[src/rtl/water_level_ctrl_pkg.sv]
// water_level_ctrl_pkg: shared washer constants and the water-level FSM state encoding.
package water_level_ctrl_pkg;
  localparam int HYST_DEF = 4;
  localparam int SETTLE_CYCLES_DEF = 8;
  localparam int MAX_TIME_DEF = 1023;
  localparam int MAX_RETRY_DEF = 3;
  localparam logic [2:0] S_IDLE = 3'd0;
  localparam logic [2:0] S_FILL = 3'd1;
  localparam logic [2:0] S_DRAIN = 3'd2;
  localparam logic [2:0] S_SETTLE = 3'd3;
  localparam logic [2:0] S_DONE = 3'd4;
  localparam logic [2:0] S_FAULT = 3'd5;
endpackage

[src/rtl/water_level_ctrl_if.sv]
// water_level_ctrl_if: job request, sensor inputs and actuator/status outputs of the water-level controller.
interface water_level_ctrl_if;
  logic start, op, flow_error, abort, clr_fault;
  logic [9:0] target_level, water_level_sensor;
  logic inlet_valve, drain_pump, mode, mon_rst, busy, done, fault;
  modport master(output start, op, target_level, water_level_sensor, flow_error, abort, clr_fault,
                 input inlet_valve, drain_pump, mode, mon_rst, busy, done, fault);
  modport slave(input start, op, target_level, water_level_sensor, flow_error, abort, clr_fault,
                output inlet_valve, drain_pump, mode, mon_rst, busy, done, fault);
endinterface

[src/rtl/water_level_ctrl.sv]
// water_level_ctrl: fill/drain job FSM with settle recheck, retry limit, phase timeout and sticky fault.
module water_level_ctrl
  import water_level_ctrl_pkg::*;
#(
  parameter int HYST = HYST_DEF,
  parameter int SETTLE_CYCLES = SETTLE_CYCLES_DEF,
  parameter int MAX_TIME = MAX_TIME_DEF,
  parameter int MAX_RETRY = MAX_RETRY_DEF
) (
  input logic clk,
  input logic reset,
  water_level_ctrl_if.slave bus
);
  localparam int TW = $clog2(MAX_TIME + 1);
  localparam int SW = $clog2(SETTLE_CYCLES + 1);
  localparam int RW = $clog2(MAX_RETRY + 1);
  logic [2:0] r_state, w_next;
  logic [9:0] r_target;
  logic r_op;
  logic [TW-1:0] r_timer;
  logic [SW-1:0] r_settle;
  logic [RW-1:0] r_retry;
  logic r_inlet, r_pump, r_mon_rst, r_busy, r_done, r_fault;
  logic [10:0] w_sens, w_tgt, w_new_tgt;
  logic w_start_met, w_err, w_settle_end, w_recheck, w_phase;
  // 11-bit compares so that adding HYST to a level near 1023 cannot wrap
  assign w_sens = {1'b0, bus.water_level_sensor};
  assign w_tgt = {1'b0, r_target};
  assign w_new_tgt = {1'b0, bus.target_level};
  assign w_start_met = bus.op ? w_sens >= w_new_tgt : w_sens <= w_new_tgt;
  assign w_err = bus.flow_error || r_timer == TW'(MAX_TIME - 1);
  assign w_settle_end = r_settle == SW'(SETTLE_CYCLES - 1);
  assign w_recheck = r_op ? w_sens + 11'(HYST) < w_tgt : w_sens > w_tgt + 11'(HYST);
  assign w_phase = w_next == S_FILL || w_next == S_DRAIN;
  always_comb begin
    w_next = r_state;
    case (r_state)
      S_IDLE:   w_next = !bus.start ? S_IDLE : w_start_met ? S_SETTLE : bus.op ? S_FILL : S_DRAIN;
      S_FILL:   w_next = bus.abort ? S_IDLE : w_err ? S_FAULT : w_sens >= w_tgt ? S_SETTLE : S_FILL;
      S_DRAIN:  w_next = bus.abort ? S_IDLE : w_err ? S_FAULT : w_sens <= w_tgt ? S_SETTLE : S_DRAIN;
      S_SETTLE: w_next = bus.abort ? S_IDLE : !w_settle_end ? S_SETTLE : !w_recheck ? S_DONE :
                         r_retry == RW'(MAX_RETRY) ? S_FAULT : r_op ? S_FILL : S_DRAIN;
      S_DONE:   w_next = S_IDLE;
      S_FAULT:  w_next = bus.clr_fault ? S_IDLE : S_FAULT;
      default:  w_next = S_IDLE;
    endcase
  end
  always_ff @(posedge clk or posedge reset) begin
    if (reset) begin
      r_state <= S_IDLE;
      r_target <= '0;
      r_op <= 1'b0;
      r_timer <= '0;
      r_settle <= '0;
      r_retry <= '0;
      r_inlet <= 1'b0;
      r_pump <= 1'b0;
      r_mon_rst <= 1'b1;
      r_busy <= 1'b0;
      r_done <= 1'b0;
      r_fault <= 1'b0;
    end else begin
      r_state <= w_next;
      if (r_state == S_IDLE && bus.start) begin
        r_op <= bus.op;
        r_target <= bus.target_level;
        r_retry <= '0;
      end else if (r_state == S_SETTLE && w_phase) begin
        r_retry <= r_retry + RW'(1);
      end
      r_timer <= (w_phase && w_next == r_state) ? r_timer + TW'(1) : '0;
      r_settle <= (r_state == S_SETTLE && w_next == S_SETTLE) ? r_settle + SW'(1) : '0;
      r_inlet <= w_next == S_FILL;
      r_pump <= w_next == S_DRAIN;
      r_mon_rst <= !w_phase;
      r_busy <= w_next != S_IDLE && w_next != S_FAULT;
      r_done <= w_next == S_DONE;
      r_fault <= w_next == S_FAULT;
    end
  end
  assign bus.inlet_valve = r_inlet;
  assign bus.drain_pump = r_pump;
  assign bus.mode = r_op;
  assign bus.mon_rst = r_mon_rst;
  assign bus.busy = r_busy;
  assign bus.done = r_done;
  assign bus.fault = r_fault;
endmodule

[src/flat_wrapper.sv]
// flat-port wrapper written by rule: the top's interface ports become plain ports
module water_level_ctrl_flat import water_level_ctrl_pkg::*;
#(
  parameter int HYST = HYST_DEF,
  parameter int SETTLE_CYCLES = SETTLE_CYCLES_DEF,
  parameter int MAX_TIME = MAX_TIME_DEF,
  parameter int MAX_RETRY = MAX_RETRY_DEF
)
  (clk, reset, bus_start, bus_op, bus_target_level, bus_water_level_sensor, bus_flow_error, bus_abort, bus_clr_fault, bus_inlet_valve, bus_drain_pump, bus_mode, bus_mon_rst, bus_busy, bus_done, bus_fault);
  water_level_ctrl_if bus_i ();
  input logic clk;
  input logic reset;
  input wire logic [$bits(bus_i.start)-1:0] bus_start;
  input wire logic [$bits(bus_i.op)-1:0] bus_op;
  input wire logic [$bits(bus_i.target_level)-1:0] bus_target_level;
  input wire logic [$bits(bus_i.water_level_sensor)-1:0] bus_water_level_sensor;
  input wire logic [$bits(bus_i.flow_error)-1:0] bus_flow_error;
  input wire logic [$bits(bus_i.abort)-1:0] bus_abort;
  input wire logic [$bits(bus_i.clr_fault)-1:0] bus_clr_fault;
  output wire logic [$bits(bus_i.inlet_valve)-1:0] bus_inlet_valve;
  output wire logic [$bits(bus_i.drain_pump)-1:0] bus_drain_pump;
  output wire logic [$bits(bus_i.mode)-1:0] bus_mode;
  output wire logic [$bits(bus_i.mon_rst)-1:0] bus_mon_rst;
  output wire logic [$bits(bus_i.busy)-1:0] bus_busy;
  output wire logic [$bits(bus_i.done)-1:0] bus_done;
  output wire logic [$bits(bus_i.fault)-1:0] bus_fault;
  assign bus_i.start = bus_start;
  assign bus_i.op = bus_op;
  assign bus_i.target_level = bus_target_level;
  assign bus_i.water_level_sensor = bus_water_level_sensor;
  assign bus_i.flow_error = bus_flow_error;
  assign bus_i.abort = bus_abort;
  assign bus_i.clr_fault = bus_clr_fault;
  assign bus_inlet_valve = bus_i.inlet_valve;
  assign bus_drain_pump = bus_i.drain_pump;
  assign bus_mode = bus_i.mode;
  assign bus_mon_rst = bus_i.mon_rst;
  assign bus_busy = bus_i.busy;
  assign bus_done = bus_i.done;
  assign bus_fault = bus_i.fault;
  water_level_ctrl #(.HYST(HYST), .SETTLE_CYCLES(SETTLE_CYCLES), .MAX_TIME(MAX_TIME), .MAX_RETRY(MAX_RETRY)) u_core (.clk(clk), .reset(reset), .bus(bus_i));
endmodule
[config.mk]
export PLATFORM = sky130hd
export DESIGN_NAME = water_level_ctrl_flat
export DESIGN_NICKNAME = d
export VERILOG_FILES = /design/src/rtl/water_level_ctrl_pkg.sv /design/src/rtl/water_level_ctrl_if.sv /design/src/rtl/water_level_ctrl.sv /design/src/flat_wrapper.sv
export SDC_FILE = /design/constraint.sdc
export NUM_CORES = 1
export LEC_CHECK = 0
export ABC_AREA = 1
export ABC_CLOCK_PERIOD_IN_PS = 7900
export BUFFER_PORTS_ARGS = -buffer_cell sky130_fd_sc_hd__buf_2
export CAP_MARGIN = 20
export CORE_ASPECT_RATIO = 0.5
export CORE_MARGIN = 4
export CORE_UTILIZATION = 55
export CTS_CLUSTER_DIAMETER = 40
export DETAILED_ROUTE_END_ITERATION = 12
export HOLD_SLACK_MARGIN = 0.12
export PLACE_DENSITY_LB_ADDON = 0.15
export SLEW_MARGIN = 10
export SYNTH_ARGS = -nofsm -noshare
export SYNTH_HDL_FRONTEND = slang
export SYNTH_SLANG_ARGS = --single-unit
[constraint.sdc]
create_clock -name clk -period 7.9 [get_ports clk]
set_clock_uncertainty 0.1 [all_clocks]
set_input_delay 0 -clock clk [delete_from_list [all_inputs] [get_ports clk]]
set_output_delay 0 -clock clk [all_outputs]
set_load 0.005 [all_outputs]
# == Word level (Yosys, flattened, before mapping) ==
# Index checks and enable logic that the tools add are counted.
# totals
output_inout_bits,7
elab_cells,70
register_bits,36
# classes
mux,22
n_lt_le_gt_ge,6
reduce_logical,11
add_sub_neg,5
eq_ne,14
# ops
cell,n
2-to-1 mux 3 bit,11
adder 10 x 3 -> 11 bit (second input constant),2
greater-or-equal comparator 10 bit,2
less-or-equal comparator 10 bit,2
one-hot mux 3 bit (5 select lines),1
equality test 3 x 2 -> 1 bit (second input constant),4
> comparator 10 x 11 -> 1 bit,1
less-than comparator 11 x 10 -> 1 bit,1
adder 10 x 1 -> 10 bit (second input constant),1
equality test 10 bit (second input constant),1
2-to-1 mux 10 bit,1
2-to-1 mux 2 bit,5
equality test 3 bit (second input constant),3
equality test 3 x 1 -> 1 bit (second input constant),2
logical AND 1 bit,5
adder 4 x 1 -> 4 bit (second input constant),1
equality test 4 x 3 -> 1 bit (second input constant),1
2-to-1 mux 4 bit,1
equality test 3 bit,1
zero test 3 bit,1
2-to-1 mux 1 bit,3
inequality test 3 bit (second input constant),1
nonzero test 3 bit,1
adder 2 x 1 -> 2 bit (second input constant),1
4 further kinds,5

# == Logic depth before layout (Yosys ltp) ==
# Gate-level depths: netlist of the first run.
# depth
ltp_word,12
ltp_mapped,23

# == Worst setup path after synthesis of the first run ==
# Ideal clock, no wire load.
# synth_timing
path_kind,flip-flop to flip-flop
from,register u_core.r_target[4]
to,register u_core.r_timer[0]
setup_ps,72
required_time_ps,7728
period_less_slack_ps,2749
path_buffers,0
path_stages_with_launch,21
setup_slack_ps,5151
arrival_ps,2576
cell_sequence,dfrtp_1 > inv_1 > nor3_1 > nand3_1 > nor3_1 > xor2_1 > ha_1 > nand2_1 > nor2_1 > nand2_1 > nand2_1 > nand2_1 > nand2_1 > nand2_1 > nand2_1 > nand2_2 > nor2_4 > nand3_2 > nand2_4 > nand3_4 > nor2_2
# synth_via
elab_chain_len,11
word_cells_on_any_way,22
classes_between,add/sub: 1; order compare: 4; eq/ne: 3; mux: 12; reduce/logical: 2
# synth_lines
element,line_no,source
from (decl),water_level_ctrl.sv:18,logic [9:0] r_target;
from (signal assigned),water_level_ctrl.sv:66,r_target <= bus.target_level;
adder 10 x 3 -> 11 bit,water_level_ctrl.sv:33,assign w_recheck = r_op ? w_sens + 11'(HYST) < w_tgt : w_sens > w_tgt + 11'(HYST);
> comparator 10 x 11 -> 1 bit,water_level_ctrl.sv:33,
2-to-1 mux 1 bit,water_level_ctrl.sv:33,
2-to-1 mux 3 bit (3 in a row),water_level_ctrl.sv:41,S_SETTLE: w_next = bus.abort ? S_IDLE : !w_settle_end ? S_SETTLE : !w_recheck ? S_DONE :
one-hot mux 3 bit (5 select lines) *,water_level_ctrl.sv:37,case (r_state)
equality test 3 x 1 -> 1 bit or equality test 3 x 2 -> 1 bit (tied branches),water_level_ctrl.sv:34,assign w_phase = w_next == S_FILL || w_next == S_DRAIN;
logical OR 1 bit,water_level_ctrl.sv:34,
logical AND 1 bit *,water_level_ctrl.sv:71,r_timer <= (w_phase && w_next == r_state) ? r_timer + TW'(1) : '0;
2-to-1 mux 10 bit *,water_level_ctrl.sv:71,
to (signal assigned),water_level_ctrl.sv:71,
to (decl),water_level_ctrl.sv:20,logic [TW-1:0] r_timer;
# Every way passes the cells marked *; elsewhere a longest branch is shown, timed or not.
# A chain may end at the register's enable or synchronous reset.

# == Worst setup path after layout of the first run ==
# layout_timing
from,register u_core.r_target[4]
to,register u_core.r_busy (netlist: u_core.bus.busy)
# layout_via
elab_chain_len,9
word_cells_on_any_way,19
classes_between,add/sub: 1; order compare: 4; eq/ne: 1; mux: 11; reduce/logical: 2
# layout_lines
element,line_no,source
adder 10 x 3 -> 11 bit,water_level_ctrl.sv:33,
> comparator 10 x 11 -> 1 bit,water_level_ctrl.sv:33,
2-to-1 mux 1 bit *,water_level_ctrl.sv:33,
2-to-1 mux 3 bit * (3 in a row),water_level_ctrl.sv:41,
one-hot mux 3 bit (5 select lines) *,water_level_ctrl.sv:37,
named net u_core.w_next[2],water_level_ctrl.sv:17,"logic [2:0] r_state, w_next;"
inequality test 3 bit or nonzero test 3 bit (tied branches),water_level_ctrl.sv:76,r_busy <= w_next != S_IDLE && w_next != S_FAULT;
logical AND 1 bit *,water_level_ctrl.sv:76,
to (signal assigned),water_level_ctrl.sv:59,r_busy <= 1'b0;
to (signal assigned),water_level_ctrl.sv:76,
to (decl),water_level_ctrl.sv:23,"logic r_inlet, r_pump, r_mon_rst, r_busy, r_done, r_fault;"
# Mark *: on every way through the listed nets, which the timed path passes. The rest lies on a longest branch.

==> flow_summary.toml, run 1 <==
[run_status]
status = "finished clean"

[route]
vias_per_cell = 5.068
wl_met1_mm = 3.000
route.detailed.drc = 0
top_layer = "met4"
met3_length_um = 265
avgRoutedWirePerCell_um = 12.50
wl_met2_mm = 3.077
vias = 2595
final_antenna_net_count = 0
dr.pass1.iters = 4
wl_mm = 6.398
first_iter_violations = 135

[final_layout]
nNetsFinal = 510
fillers = 449
fin_util_pct = 68.58
drive_gt1_share_pct = 18.33
seq_area_um2 = 902.1
multi_input_area_um2 = 1833
antenna_cells = 0
areaGrowthSynthToFinish_pct = 16.74

[sta]
holdWs_ns = 0.1558
slew_headroom_pct = 39.44
rsz0062_at_grt = "false"
tns_ns = 0
fin_crit_ns = 3.453
finalSetupViolCount = 0
final_hold_viol_count = 0
fin_crit_sh_pct = 43.71
fin_ws_ns = 4.447
slew_violations = 0
worst_pin_slew_ns = 0.9058
clock.fmax_ghz = 0.2896

[setup_path]
startpoint_type = "flop"
path_buf_inv = 3
worstSetupEndpointType = "flop"
crit_path_max_incr_delay_ns = 0.57
reg2reg_slack_ns = 4.45
reg2reg_to = "u_core.bus.busy$_DFF_PP0_"
cp_cell_sequence = "inv_1 -> nor3_1 -> nand3_1 -> nor3_1 -> xor2_1 -> ha_1 -> nand2_1 -> nor2_1 -> nand2_1 -> nand2_1 -> nand2_1 -> nand2_1 -> nand2_1 -> nand2_1 -> nand2_2 -> nor2_4 -> dlygate4sd3_1 -> inv_1 -> nor2_1 -> nor2_1"
r2r_start = "u_core.r_target[4]$_DFFE_PP0P_"
worstPathArrival_ns = 3.53
crit_top_cell = "nand2_1"
worst_path_max_delay_cell = "dlygate4sd3_1"
critical_path_class = "reg2reg"
required_ns = 7.97
worst_r2r_path_depth = 20
critPathTopFamily = "simple AND/OR/NAND/NOR gates"
cp_max_fo = 4

[min_path]
min_from = "bus_flow_error"
holdPathEnd = "u_core.r_state[0]$_DFF_PP0_"
holdCritPathClass = "in2reg"
whs_path_depth = 7

[synthesis]
synthMuxAreaShare_pct = 0
synth_edf_count = 0
syn_nets = 457
synth_top_family_by_area = "simple AND/OR/NAND/NOR gates"
ys_top_cells_by_area = "dfrtp_1 29%, ha_1 18%, nand2_1 10%, inv_1 7.4%, nand3_1 4.5%"
ys_warn_count = 0
syn_avg_cell_area_um2 = 7.707
synth-compound-area-share_pct = 6.820
synthAdderAreaFrac_pct = 17.57
netlist_area_um2 = 2990
dominantRegCellSynth = "dfrtp_1"
async_flop_share_pct = 100.0
synthSimpleGateAreaFrac_pct = 31.09
seq_area_frac_synth_pct = 30.17
synthXorXnorAreaFrac_pct = 5.816
synthCells = 388
synth_top_cell_area_share_pct = 29.29
ys_seq_elements = 36
synth_top_cell_by_area = "dfrtp_1"
synth_cell_types = 36

[die]
die_x_um = 112.3
core-area_um2 = 5090
num_rows = 18
initial_core_util_pct = 58.75
fp.dieH_um = 60.14
die_area_um2 = 6753
pin_count = 34

[clock_tree]
postCtsSetupRepairBufs = 0
cts_buffers = 5
cts.sinks = 36
clk_latency_ns = 0.29
cts_max_level = 2
clock_path_buffers = 2
clk_pin_slew_ns = 0.07
root_buffer = "clkbuf_8"
hold_buffers = 14
cts_tree = "built"
cts.repair.resized = 0

[global_route]
antenna_found_initial = 0
grt_start_max_net_pins = 37
grt_pass1_vias = 2538
grt_usage_pct = 20.44
grt_pass1_wl_mm = 11.00
grt-ovfl-total = 0

[placed_design]
pre_cts_ws_ns = 4.759
gp_congestion = 0.8558
io_buffer_count = 33
hpwl_mm = 5.004

[power]
max-vdd-ir-drop_v = 0.0001265
leakagePower_nw = 1.839
powerDensity_nw_per_um2 = 266.2

[flow_run]
maxCapViolations = 0
==> tightest hold or removal path: cells and delay by family <==
kind / cells / cell delay [ns]
AOI/OAI and AO/OA: 1 / 0.06
and+or+nand+nor: 5 / 0.35
buffers and inverters: 1 / 0.09
==> registers in the layout, summed over array words and instances, names as in the netlist <==
| register | cells |
|---|---|
| u_core.r_settle | 4 |
| u_core.r_target | 10 |
| u_core.bus.mon_rst | 1 |
| u_core.bus.inlet_valve | 1 |
| u_core.bus.done | 1 |
| u_core.bus.busy | 1 |
| u_core.bus.drain_pump | 1 |
| u_core.r_timer | 10 |
| u_core.bus.mode | 1 |
| u_core.r_retry | 2 |
| u_core.bus.fault | 1 |
| u_core.r_state | 3 |
==> power by group <==
part           internal (mW)  total (mW)  switching [mW]
Clock                 0.0936       0.161          0.0669
Sequential             0.234       0.275          0.0410
Combinational          0.187       0.493           0.307
Total                  0.515       0.929           0.415
==> cells in the final DEF, fill, tap and decap left out, types with 6 or more instances in the layout <==
master and instances:
a21oi_1 12, buf_2 33, dfrtp_1 35, dlygate4sd3_1 14
ha_1 42, inv_1 59, nand2_1 80, nand3_1 27
nand4_1 6, nor2_1 33, nor2_2 13, o21ai_0 11
xor2_1 13
==> layout make-up <==
class,instances,share of cell area [%]
Clock buffer,6,2.079
Clock inverter,2,1.004
Inverter,66,7.097
Multi-Input combinational cell,284,52.51
Sequential cell,36,25.84
Tap cell,70,2.509
Timing Repair Buffer,48,8.961
==> metal layers <==
metal	vias to the layer above	global-route usage (%)
met5	-	0
met4	0	5.308
met3	7	4.044
met2	42	37.26
met1	1205	25.37
li1	1341	-
==> Yosys cell counts (3+ instances only) <==
master / n
dfrtp_1: 35
nand4_1: 6
a21oi_1: 12
nor3_1: 5
o21ai_0: 11
nand2_4: 3
ha_1: 42
inv_1: 59
nand3_1: 27
nand2_2: 5
a21o_1: 4
nor2_2: 13
nand3b_1: 3
xor2_1: 13
nor2_1: 33
nor2_4: 3
xnor2_1: 5
nand2_1: 80
inv_2: 5
==> worst max-delay path by stage <==
stage | start | to | slack, ns | cells past startpoint
after floorplan | u_core.r_target[4]$_DFFE_PP0P_ | u_core.r_timer[0]$_DFF_PP0_ | 5.15 | 20
after global placement | u_core.r_target[4]$_DFFE_PP0P_ | u_core.r_timer[6]$_DFF_PP0_ | 4.94 | 20
after detailed placement | u_core.r_target[4]$_DFFE_PP0P_ | u_core.r_timer[8]$_DFF_PP0_ | 4.76 | 20
after CTS | u_core.r_target[4]$_DFFE_PP0P_ | u_core.bus.busy$_DFF_PP0_ | 4.45 | 20
after global routing | u_core.r_target[4]$_DFFE_PP0P_ | u_core.bus.busy$_DFF_PP0_ | 4.21 | 20
final | u_core.r_target[4]$_DFFE_PP0P_ | u_core.bus.busy$_DFF_PP0_ | 4.45 | 20
==> stage by stage <==
stage	power [mW]	cell area, um^2	instances
3_5_place_dp	0.7611	3243	490
2_1_floorplan	0.6438	2990	388
5_1_grt	1.021	3491	512
6_report	0.9293	3491	512
3_3_place_gp	0.7427	3243	490
4_1_cts	0.9332	3491	512
==> cell families (layout without fill, tap and decap cells) <==
family | after synthesis | count (layout)
AOI/OAI and AO/OA | 35 | 35
buffers and inverters | 68 | 122
adders and majority gates | 42 | 42
xor gates and xnor gates | 19 | 19
and+or+nand+nor | 188 | 188
DFF | 36 | 36
Power figures use the tool's default switching activity.
==> inputs of run 2 (changes only) <==
ABC_AREA = 0   (was 1)
ABC_CLOCK_PERIOD_IN_PS = 3600   (was 7900)
clock period = 3.6 ns   (was 7.9 ns; I/O delays follow)
==> run 2 against run 1 <==
- design area rose by 1.9%
- utilization rose by 2.6 points
- non-clock buffer count rose by 18
- clock-buffer cell count fell by 1
- wire length rose by 12%
- via count rose by 0.12%
- power rose by 150%
- maximum frequency fell by 1.9%
- synthesized area fell by 3.1%
- synthesized cell count fell by 18%
- cell count fell by 11%
- die area fell by 2.7%
==> flow_summary.toml, run 2 <==
[global_route]
antenna_found_initial = 0
grt_start_max_net_pins = 37
grt_pass1_wl_mm = 11.92
grt_usage_pct = 22.71
grt_pass1_vias = 2602
grt-ovfl-total = 0

[min_path]
holdCritPathClass = "in2reg"

[synthesis]
ys_top_cells_by_area = "dfrtp_1 30%, ha_1 18%, xnor2_1 4.5%, inv_1 3.4%, nand2_1 3.4%"
synth_top_cell_area_share_pct = 30.21
async_flop_share_pct = 100.0
ys_seq_elements = 36
synthCells = 319
synth_cell_types = 54
netlist_area_um2 = 2899
syn_avg_cell_area_um2 = 9.088
dominantRegCellSynth = "dfrtp_1"
synth_top_cell_by_area = "dfrtp_1"
ys_warn_count = 0
synth_edf_count = 0
seq_area_frac_synth_pct = 31.12
syn_nets = 388
synth_common_cells = "42 x ha_1, 35 x dfrtp_1, 26 x inv_1, 26 x nand2_1, 19 x nor3_1"
synth.most_common_cell = "ha_1"

[route]
vias = 2598
avgRoutedWirePerCell_um = 15.69
dr.pass1.iters = 5
vias_per_cell = 5.710
route.detailed.drc = 0
final_antenna_net_count = 0
first_iter_violations = 129
wl_mm = 7.141

[clock_tree]
clock_path_buffers = 2
root_buffer = "clkbuf_8"
clk_pin_slew_ns = 0.08
cts_tree = "built"
cts_buffers = 5
cts.sinks = 36
clk_latency_ns = 0.29
cts_max_level = 2

[setup_path]
critical_path_class = "reg2reg"
required_ns = 3.67
cp_max_fo = 5
worst_path_max_delay_cell = "dfrtp_1"
critPathTopFamily = "compound AO/OA/AOI/OAI gates"
startpoint_type = "flop"
path_buf_inv = 1
worstSetupEndpointType = "flop"
cp_cell_sequence = "ha_2 -> nand3_1 -> xnor2_2 -> ha_1 -> and4_1 -> a41oi_1 -> o211ai_1 -> a31oi_2 -> o221ai_2 -> and3_1 -> inv_2 -> mux2i_2 -> mux2_1"
crit_path_max_incr_delay_ns = 0.43
worstPathArrival_ns = 3.59

[sta]
slew_headroom_pct = 55.54
worst_pin_slew_ns = 0.6641
fin_crit_ns = 3.522
fin_crit_sh_pct = 97.82
finalSetupViolCount = 0
final_hold_viol_count = 0
slew_violations = 0
clock.fmax_ghz = 0.2840

[die]
die_x_um = 110.7
core-area_um2 = 5000
pin_count = 34
num_rows = 18
die_area_um2 = 6567
fp.dieH_um = 59.34
initial_core_util_pct = 57.98

[placed_design]
hpwl_mm = 5.180
postPlaceCellArea_um2 = 3171
io_buffer_count = 33
gp_congestion = 0.9187

[flow_run]
maxCapViolations = 0

[run_status]
status = "finished clean"

[final_layout]
multi_input_area_um2 = 1883
reg_top3 = "u_core.r_target (10), u_core.r_timer (10), u_core.r_settle (4)"
antenna_cells = 0
fillers = 410
areaGrowthSynthToFinish_pct = 22.70
design_area_um2 = 3557
layout_common_cells = "41 x ha_1, 34 x dfrtp_1, 33 x buf_2"
seq_area_um2 = 903.4
nNetsFinal = 453
drive_gt1_share_pct = 18.96
layout_commonest_cell = "ha_1"
fin_util_pct = 71.15

[power]
max-vdd-ir-drop_v = 0.0004142
powerDensity_nw_per_um2 = 644.2
leakagePower_nw = 1.654
[run 2: changes by cell type after synthesis, moves of 6 or more]
cell     change
nand2_1     -54
nor3_1      +14
o21ai_0      +7
xnor2_1     +10
inv_1       -33
nand3_1     -14
nor2_2      -13
and4_1       +6
nor2_1      -16
[run 2: logic make-up (layout without fill, tap and decap cells)]
logic type	after synthesis	after routing	share of synthesized area [%]
AOI/OAI and AO/OA	62	62	14.24
xor gates and xnor gates	24	24	7.251
adders and majority gates	42	42	18.13
buffers and inverters	35	101	4.920
DFF	36	36	31.12
muxes	6	6	2.287
and+or+nand+nor	114	114	22.05
[run 2: area by class of cell]
cell class | count | area share, %
multi-input cells | 248 | 52.94
repair buffers | 66 | 13.23
clock inverters | 3 | 1.196
well taps | 70 | 2.462
clock buffers | 5 | 1.935
flip-flops and latches | 36 | 25.40
inverters | 27 | 2.849
[run 2: what timing repair did]
item | 4_1_cts | 5_1_grt
hold buffers | 23 | 0
hold endpoints to repair | 50 | 0
resized for setup | 0 | 7
buffers inserted | 0 | 2
setup endpoints to repair | 0 | 14
[run 2: worst register-to-register path: stages, from the launching register on]
cell	delay [ns]
dfrtp_1	0.43
ha_2	0.25
nand3_1	0.16
xnor2_2	0.22
ha_1	0.27
and4_1	0.22
a41oi_1	0.22
o211ai_1	0.14
a31oi_2	0.29
o221ai_2	0.15
and3_1	0.23
inv_2	0.09
mux2i_2	0.27
mux2_1	0.35
[run 2: where the power goes]
group / internal [mW] / leakage (nW) / switching (mW)
logic: 0.604 / 1.13 / 0.690
registers: 0.520 / 0.470 / 0.117
clock network: 0.205 / 0.0541 / 0.156
[run 2: worst paths after layout]
check,slack [ns],depth (start not counted),from,to
max,0.08,13,u_core.r_target[3]$_DFFE_PP0P_,u_core.r_retry[0]$_DFFE_PP0P_
min,0.15,5,bus_clr_fault,u_core.r_timer[9]$_DFF_PP0_
max reg2reg,0.08,13,u_core.r_target[3]$_DFFE_PP0P_,u_core.r_retry[0]$_DFFE_PP0P_
min reg2reg,0.38,1,u_core.r_settle[0]$_DFF_PP0_,u_core.r_settle[0]$_DFF_PP0_
max in group asynchronous,2.79,4,reset,u_core.bus.mon_rst$_DFF_PP1_
min in group asynchronous,0.25,4,reset,u_core.r_settle[1]$_DFF_PP0_
[run 2: layer usage]
layer	track usage, %	up-vias	wire length, um
met5	0	-	0
met4	6.491	0	121
met3	4.587	15	406
met2	40.78	67	3489
met1	28.53	1240	3124
li1	-	1276	-
[run 2: through the flow]
step                      hold slack [ns]  std cells  power [mW]  setup TNS [ns]  worst slack (ns)
after floorplan                   0.01684        319       1.440               0            0.3572
after global placement            0.01549        422       1.747               0            0.2838
after detailed placement          0.03935        422       1.783               0           0.06005
after CTS                          0.1477        453       2.225               0          0.004002
after global routing               0.1527        455       2.487         -0.2634           -0.1209
final                              0.1543        455       2.291               0           0.07847
